### config.mk
export PLATFORM = sky130hd
export DESIGN_NAME = adc_scan_ctrl
export DESIGN_NICKNAME = d
export VERILOG_FILES = /design/src/rtl/adc_scan_ctrl.sv
export SDC_FILE = /design/constraint.sdc
export NUM_CORES = 1
export LEC_CHECK = 0
export ABC_AREA = 0
export ABC_CLOCK_PERIOD_IN_PS = 14440
export CORE_ASPECT_RATIO = 0.7
export CORE_MARGIN = 10
export CORE_UTILIZATION = 40
export DETAILED_ROUTE_END_ITERATION = 12
export GPL_TIMING_DRIVEN = 0
export PLACE_DENSITY = 0.75
export SLEW_MARGIN = 20
export SYNTH_ARGS = -nofsm -noshare
export SYNTH_HDL_FRONTEND = slang
export SYNTH_SLANG_ARGS = --single-unit
### constraint.sdc
create_clock -name clk_50 -period 14.44 [get_ports clk_50]
set_input_delay 2.166 -clock clk_50 [delete_from_list [all_inputs] [get_ports clk_50]]
set_output_delay 2.166 -clock clk_50 [all_outputs]
set_load 0.05 [all_outputs]
### src/rtl/adc_scan_ctrl.sv
// adc_scan_ctrl: free-running LTC2308 SPI scanner. Walks the channels set in
// ch_mask round-robin, tags each result with the channel it belongs to and
// keeps a per-channel result bank.
// Optional build macro: ADC_AVG4_EN -- report the mean of every 4 results
// per channel instead of each raw result.
//
// state | meaning
// IDLE  | stopped, cs high; waits for enable and a non-empty mask
// CONV  | cs high for CONV_WAIT cycles while the ADC converts
// SHIFT | cs low, 12 SCK periods: config word out, previous result in
// DONE  | one cycle: publish previous frame's result, pick next channel
module adc_scan_ctrl #(
  parameter int CLK_DIV   = 2,
  parameter int NUM_CH    = 8,
  parameter int CONV_WAIT = 80,
  parameter int UNIPOLAR  = 1
) (
  input  logic                   clk_50,
  input  logic                   reset,
  input  logic                   enable,
  input  logic [NUM_CH-1:0]      ch_mask,
  output logic                   sck,
  output logic                   cs,
  output logic                   mosi,
  input  logic                   miso,
  output logic [11:0]            sample_data,
  output logic [2:0]             sample_ch,
  output logic                   sample_valid,
  output logic [12*NUM_CH-1:0]   ch_data,
  output logic                   busy
);

  typedef enum logic [1:0] {IDLE, CONV, SHIFT, DONE} state_t;

  state_t      state;
  logic [15:0] tmr;
  logic [4:0]  phase;
  logic [11:0] tx_sr;
  logic [11:0] rx_sr;
  logic [2:0]  cfg_ch;
  logic [2:0]  prev_ch;
  logic        first;
  logic [2:0]  low_ch;
  logic [2:0]  next_ch;
  logic        any_ch;
  logic        above;

  // LTC2308 input word: single-ended, channel bits in the part's odd order
  function automatic logic [11:0] cfg_word(input logic [2:0] ch);
    return {1'b1, ch[0], ch[2], ch[1], 1'(UNIPOLAR), 1'b0, 6'b0};
  endfunction

  // Lowest set mask bit, and the next set bit above cfg_ch (wrapping to lowest)
  always_comb begin
    low_ch  = '0;
    next_ch = '0;
    any_ch  = 1'b0;
    above   = 1'b0;
    for (int i = NUM_CH - 1; i >= 0; i--) begin
      if (ch_mask[i]) begin
        low_ch = 3'(i);
        any_ch = 1'b1;
        if (3'(i) > cfg_ch) begin
          next_ch = 3'(i);
          above   = 1'b1;
        end
      end
    end
    if (!above) next_ch = low_ch;
  end

`ifdef ADC_AVG4_EN
  logic [13:0] acc   [NUM_CH];
  logic [1:0]  acc_n [NUM_CH];
  logic [13:0] sel_sum;
  logic [1:0]  sel_n;

  // Running sum for the channel the incoming result belongs to
  always_comb begin
    sel_sum = {2'b00, rx_sr};
    sel_n   = '0;
    for (int i = 0; i < NUM_CH; i++) begin
      if (prev_ch == 3'(i)) begin
        sel_sum = acc[i] + {2'b00, rx_sr};
        sel_n   = acc_n[i];
      end
    end
  end
`endif

  // Scan sequencer with registered SPI pins and result outputs
  always_ff @(posedge clk_50 or posedge reset) begin
    if (reset) begin
      state        <= IDLE;
      tmr          <= '0;
      phase        <= '0;
      tx_sr        <= '0;
      rx_sr        <= '0;
      cfg_ch       <= '0;
      prev_ch      <= '0;
      first        <= 1'b1;
      sck          <= 1'b0;
      cs           <= 1'b1;
      mosi         <= 1'b0;
      sample_data  <= '0;
      sample_ch    <= '0;
      sample_valid <= 1'b0;
      ch_data      <= '0;
      busy         <= 1'b0;
`ifdef ADC_AVG4_EN
      for (int i = 0; i < NUM_CH; i++) begin
        acc[i]   <= '0;
        acc_n[i] <= '0;
      end
`endif
    end else begin
      sample_valid <= 1'b0;
      case (state)
        IDLE: begin
          first <= 1'b1;
          cs    <= 1'b1;
          sck   <= 1'b0;
          mosi  <= 1'b0;
          if (enable && any_ch) begin
            state  <= CONV;
            busy   <= 1'b1;
            cfg_ch <= low_ch;
            tx_sr  <= cfg_word(low_ch);
            tmr    <= 16'(CONV_WAIT - 1);
          end
        end
        CONV: begin
          if (tmr == '0) begin
            state <= SHIFT;
            cs    <= 1'b0;
            sck   <= 1'b0;
            mosi  <= tx_sr[11];
            tx_sr <= {tx_sr[10:0], 1'b0};
            tmr   <= 16'(CLK_DIV - 1);
            phase <= '0;
          end else begin
            tmr <= tmr - 16'd1;
          end
        end
        SHIFT: begin
          if (tmr != '0) begin
            tmr <= tmr - 16'd1;
          end else begin
            tmr <= 16'(CLK_DIV - 1);
            if (phase == 5'd23) begin
              // Last high half done: drop sck, raise cs and publish the result
              state <= DONE;
              cs    <= 1'b1;
              sck   <= 1'b0;
              mosi  <= 1'b0;
              if (first) begin
                first <= 1'b0;
              end else begin
`ifdef ADC_AVG4_EN
                for (int i = 0; i < NUM_CH; i++) begin
                  if (prev_ch == 3'(i)) begin
                    if (sel_n == 2'd3) begin
                      acc[i]            <= '0;
                      acc_n[i]          <= '0;
                      ch_data[12*i +: 12] <= sel_sum[13:2];
                    end else begin
                      acc[i]   <= sel_sum;
                      acc_n[i] <= sel_n + 2'd1;
                    end
                  end
                end
                if (sel_n == 2'd3) begin
                  sample_data  <= sel_sum[13:2];
                  sample_ch    <= prev_ch;
                  sample_valid <= 1'b1;
                end
`else
                sample_data  <= rx_sr;
                sample_ch    <= prev_ch;
                sample_valid <= 1'b1;
                for (int i = 0; i < NUM_CH; i++) begin
                  if (prev_ch == 3'(i)) ch_data[12*i +: 12] <= rx_sr;
                end
`endif
              end
            end else begin
              phase <= phase + 5'd1;
              sck   <= ~sck;
              if (!phase[0]) begin
                rx_sr <= {rx_sr[10:0], miso};
              end else begin
                mosi  <= tx_sr[11];
                tx_sr <= {tx_sr[10:0], 1'b0};
              end
            end
          end
        end
        DONE: begin
          // Result arriving next frame belongs to the channel just configured
          prev_ch <= cfg_ch;
          if (enable && any_ch) begin
            state  <= CONV;
            cfg_ch <= next_ch;
            tx_sr  <= cfg_word(next_ch);
            tmr    <= 16'(CONV_WAIT - 1);
          end else begin
            state <= IDLE;
            busy  <= 1'b0;
`ifdef ADC_AVG4_EN
            for (int i = 0; i < NUM_CH; i++) begin
              acc[i]   <= '0;
              acc_n[i] <= '0;
            end
`endif
          end
        end
        default: state <= IDLE;
      endcase
    end
  end

endmodule
==> flow_summary_export.csv <==
group,metric,value,unit
run_status,status,"finished, final reports clean",
detailed_routing,drt_wl_total,19.3,mm
sta,hold_slack,0.478,ns
grt,grt_max_degree,92,
synthesis,synth.largest_area_cell,"dfrtp_1",
detailed_routing,via_count,5138,
clock_tree,cts_made_buffers,17,
grt,grt_usage,0.159,
synthesis,synth_edf_count,0,
synthesis,yosysTopAreaCellShare,0.548,
sta,fin_setup_tns,0,ns
cells_and_area,nFillCells,1506,
cells_and_area,drive_gt1_frac,0.267,
clock_tree,cts_sinks,163,
grt,grt_pass1_wl,31.1,mm
sta,drv_slew,0,
die,fp.dieW,182,um
critical_path,crit_arrival,4.38,ns
critical_path,cp_max_fo,8,
clock_tree,clk_latency,0.42,ns
clock_tree,ctsHtreeMaxLevel,4,
die,die_height,133,um
die,die_area,0.0243,mm^2
power_and_ir_drop,peakVddDrop,69.5,uV
power_and_ir_drop,pwr_density_cell,143,mW/mm^2
sta,finalHoldViolCount,0,
detailed_routing,drc,0,
detailed_routing,detail-route-antenna-nets,0,
die,rows,41,
placement,placed_cell_area,0.00895,mm^2
clock_tree,cts_resized,0,
sta,worst_slew_pin_slew,0.601,ns
detailed_routing,drt-initial-drc-count,291,
critical_path,cp.required,14.79,ns
detailed_routing,viasPerCell,5.29,
clock_tree,clockBufferDepth,2,
placement,place_hpwl,13.9,mm
cells_and_area,num_antenna_cells,0,
grt,grt_overflow,0,
sta,setup_viol,0,
clock_tree,path_clk_slew,0.07,ns
critical_path,path_class,"in -> reg",
synthesis,ys_async_sr_fraction,1.00,
placement,gp_congestion,0.837,
sta,relSlewSlack,0.600,
critical_path,r2r_start,"state[0]$_DFFE_PP0P_",
synthesis,ys_warn_count,0,
hold_path,hold_class,"reg -> reg",
sta,period_share,0.280,
synthesis,yosys-top-cells-count,"161 x dfrtp_1, 123 x mux2_2, 36 x nor2_1",
critical_path,cp_cell_sequence,"clkdlybuf4s50_1 -> or4_4 -> o21a_1 -> nor2_1 -> nor2_1 -> nor2_1",
clock_tree,clockRootBuffer,"clkbuf_16",
synthesis,ys_types,73,
detailed_routing,drt-pass1-iter-count,6,
hold_path,worstHoldStart,"rx_sr[7]$_DFFE_PP0P_",
critical_path,crit_start,"ch_mask[0]",
die,initial_core_util,0.408,
clock_tree,cts-hold-fix-buffers,0,
run,cap_violations,0,
detailed_routing,post_drt_wl_per_cell,19.8,um
synthesis,synthCells,575,
cells_and_area,fin_area,0.00955,mm^2
sta,fin_skew,0.0176,ns
synthesis,post-synth-top-count-cell,"dfrtp_1",
critical_path,cpMostUsedCell,"nor2_1",
synthesis,ys_ff_latch,163,
cells_and_area,nNetsFinal,743,
clock_tree,cts_tree,"built",
synthesis,synth_fp_nets,596,
synthesis,netlist_area,0.00735,mm^2
cells_and_area,area_growth_syn_to_layout,29.9,%
die,core_area,0.0180,mm^2
sta,rsz0062_at_grt,"no",
critical_path,start_kind,"input port",
clock_tree,postCtsSetupRepairBufs,0,
power_and_ir_drop,p_leak,4.36,nW
grt,antenna_found_initial,0,
sta,min_period,4.04,ns
sta,fmax,248,MHz
placement,portBuffers,127,
die,io_pins,128,
synthesis,synthTopCellsByArea,"dfrtp_1 55%, mux2_2 19%, nor2_1 1.8%",
critical_path,end_kind,"flip-flop",
synthesis,synthFlopType,"dfrtp_1",
synthesis,synth_area_per_cell,12.8,um^2
critical_path,max_stage_delay,0.60,ns
critical_path,slowest_stage,"or4_4",
synthesis,synth-seq-area-share,0.555,
grt,first_global_vias,5263,
## where the power goes
| group | internal (mW) | switching, mW | leakage, nW |
|---|---|---|---|
| sequential | 0.496 | 0.0460 | 2.23 |
| clock | 0.238 | 0.215 | 0.294 |
| combinational | 0.140 | 0.227 | 1.84 |
| total | 0.874 | 0.487 | 4.36 |
## sequential cells by signal, indices dropped and copies added (netlist names), 2 cells and up
name         cells
state            2
rx_sr           12
phase            5
prev_ch          3
cfg_ch           3
sample_data     12
sample_ch        3
ch_data         96
tmr             16
tx_sr            5
## stage by stage
stage                     utilization  power, mW  worst slack (ns)  std cells
after floorplan                     -      0.810              7.87        575
after global placement          0.495      0.898              5.58        938
after detailed placement        0.497      0.910              9.97        939
after CTS                       0.530       1.36             10.42        971
after global routing            0.530       1.44             10.22        971
final                           0.530       1.36             10.40        971
## critical path: cells and delay by family
kind	cells	cell delay, ns
and+or+nand+nor	4	1.46
buffers and inverters	1	0.48
AOI/OAI and AO/OA	1	0.28
## per-layer routing
| layer | global-route usage | share of wire |
|---|---|---|
| met2 | 0.230 | 0.44 |
| met1 | 0.233 | 0.50 |
| met3 | 0.0373 | 0.057 |
| met5 | 0 | 0 |
| met4 | 0.0374 | 0.0074 |
## kinds of logic after synthesis
kind of cell | share of synthesized area
simple gates | 0.0986
compound gates | 0.0877
fa+ha+maj | 0.0153
mux | 0.197
buf+inv | 0.0363
flops | 0.555
xor+xnor | 0.00953
## final timing paths
path / slack [ns] / end / cells past startpoint
worst max register to register: 11.75 / sample_data[11]$_DFFE_PP0P_ / 9
max in group asynchronous: 11.39 / phase[1]$_DFFE_PP0P_ / 3
worst min register to register: 0.48 / ch_data[43]$_DFFE_PP0P_ / 1
min in group asynchronous: 2.21 / ch_data[73]$_DFFE_PP0P_ / 2
worst max-delay path: 10.40 / tmr[11]$_DFFE_PP0P_ / 6
worst min-delay path: 0.48 / ch_data[43]$_DFFE_PP0P_ / 1
## placed cells by master, fill, tap and decap left out, drive strengths merged, types with 3 or more instances in the layout
master           n
inv             25
mux2           128
xor2             7
nand4            3
nor2            37
nor3b            5
nand2b           5
o21ai           22
nand4b           3
ha               9
a21oi           17
nor4             5
clkinv           5
clkdlybuf4s50  127
a21o             3
o31ai            8
a22o             5
nand3           10
a31oi            8
dfrtp          161
or3b             4
nor3            12
buf             16
nand2           19
clkbuf          38
o211ai           6
or4              4
a21boi           3
## layout make-up
type / count / area, um^2 / share of cell area
well taps: 236 / 295 / 0.0309
inverters: 16 / 67.6 / 0.00708
clock buffers: 18 / 439 / 0.0460
multi-input cells: 361 / 3000 / 0.315
clock inverters: 14 / 155 / 0.0163
flip-flops and latches: 163 / 4080 / 0.428
repair buffers: 128 / 1300 / 0.136
plain buffers: 35 / 206 / 0.0216
Power figures use the tool's default switching activity.
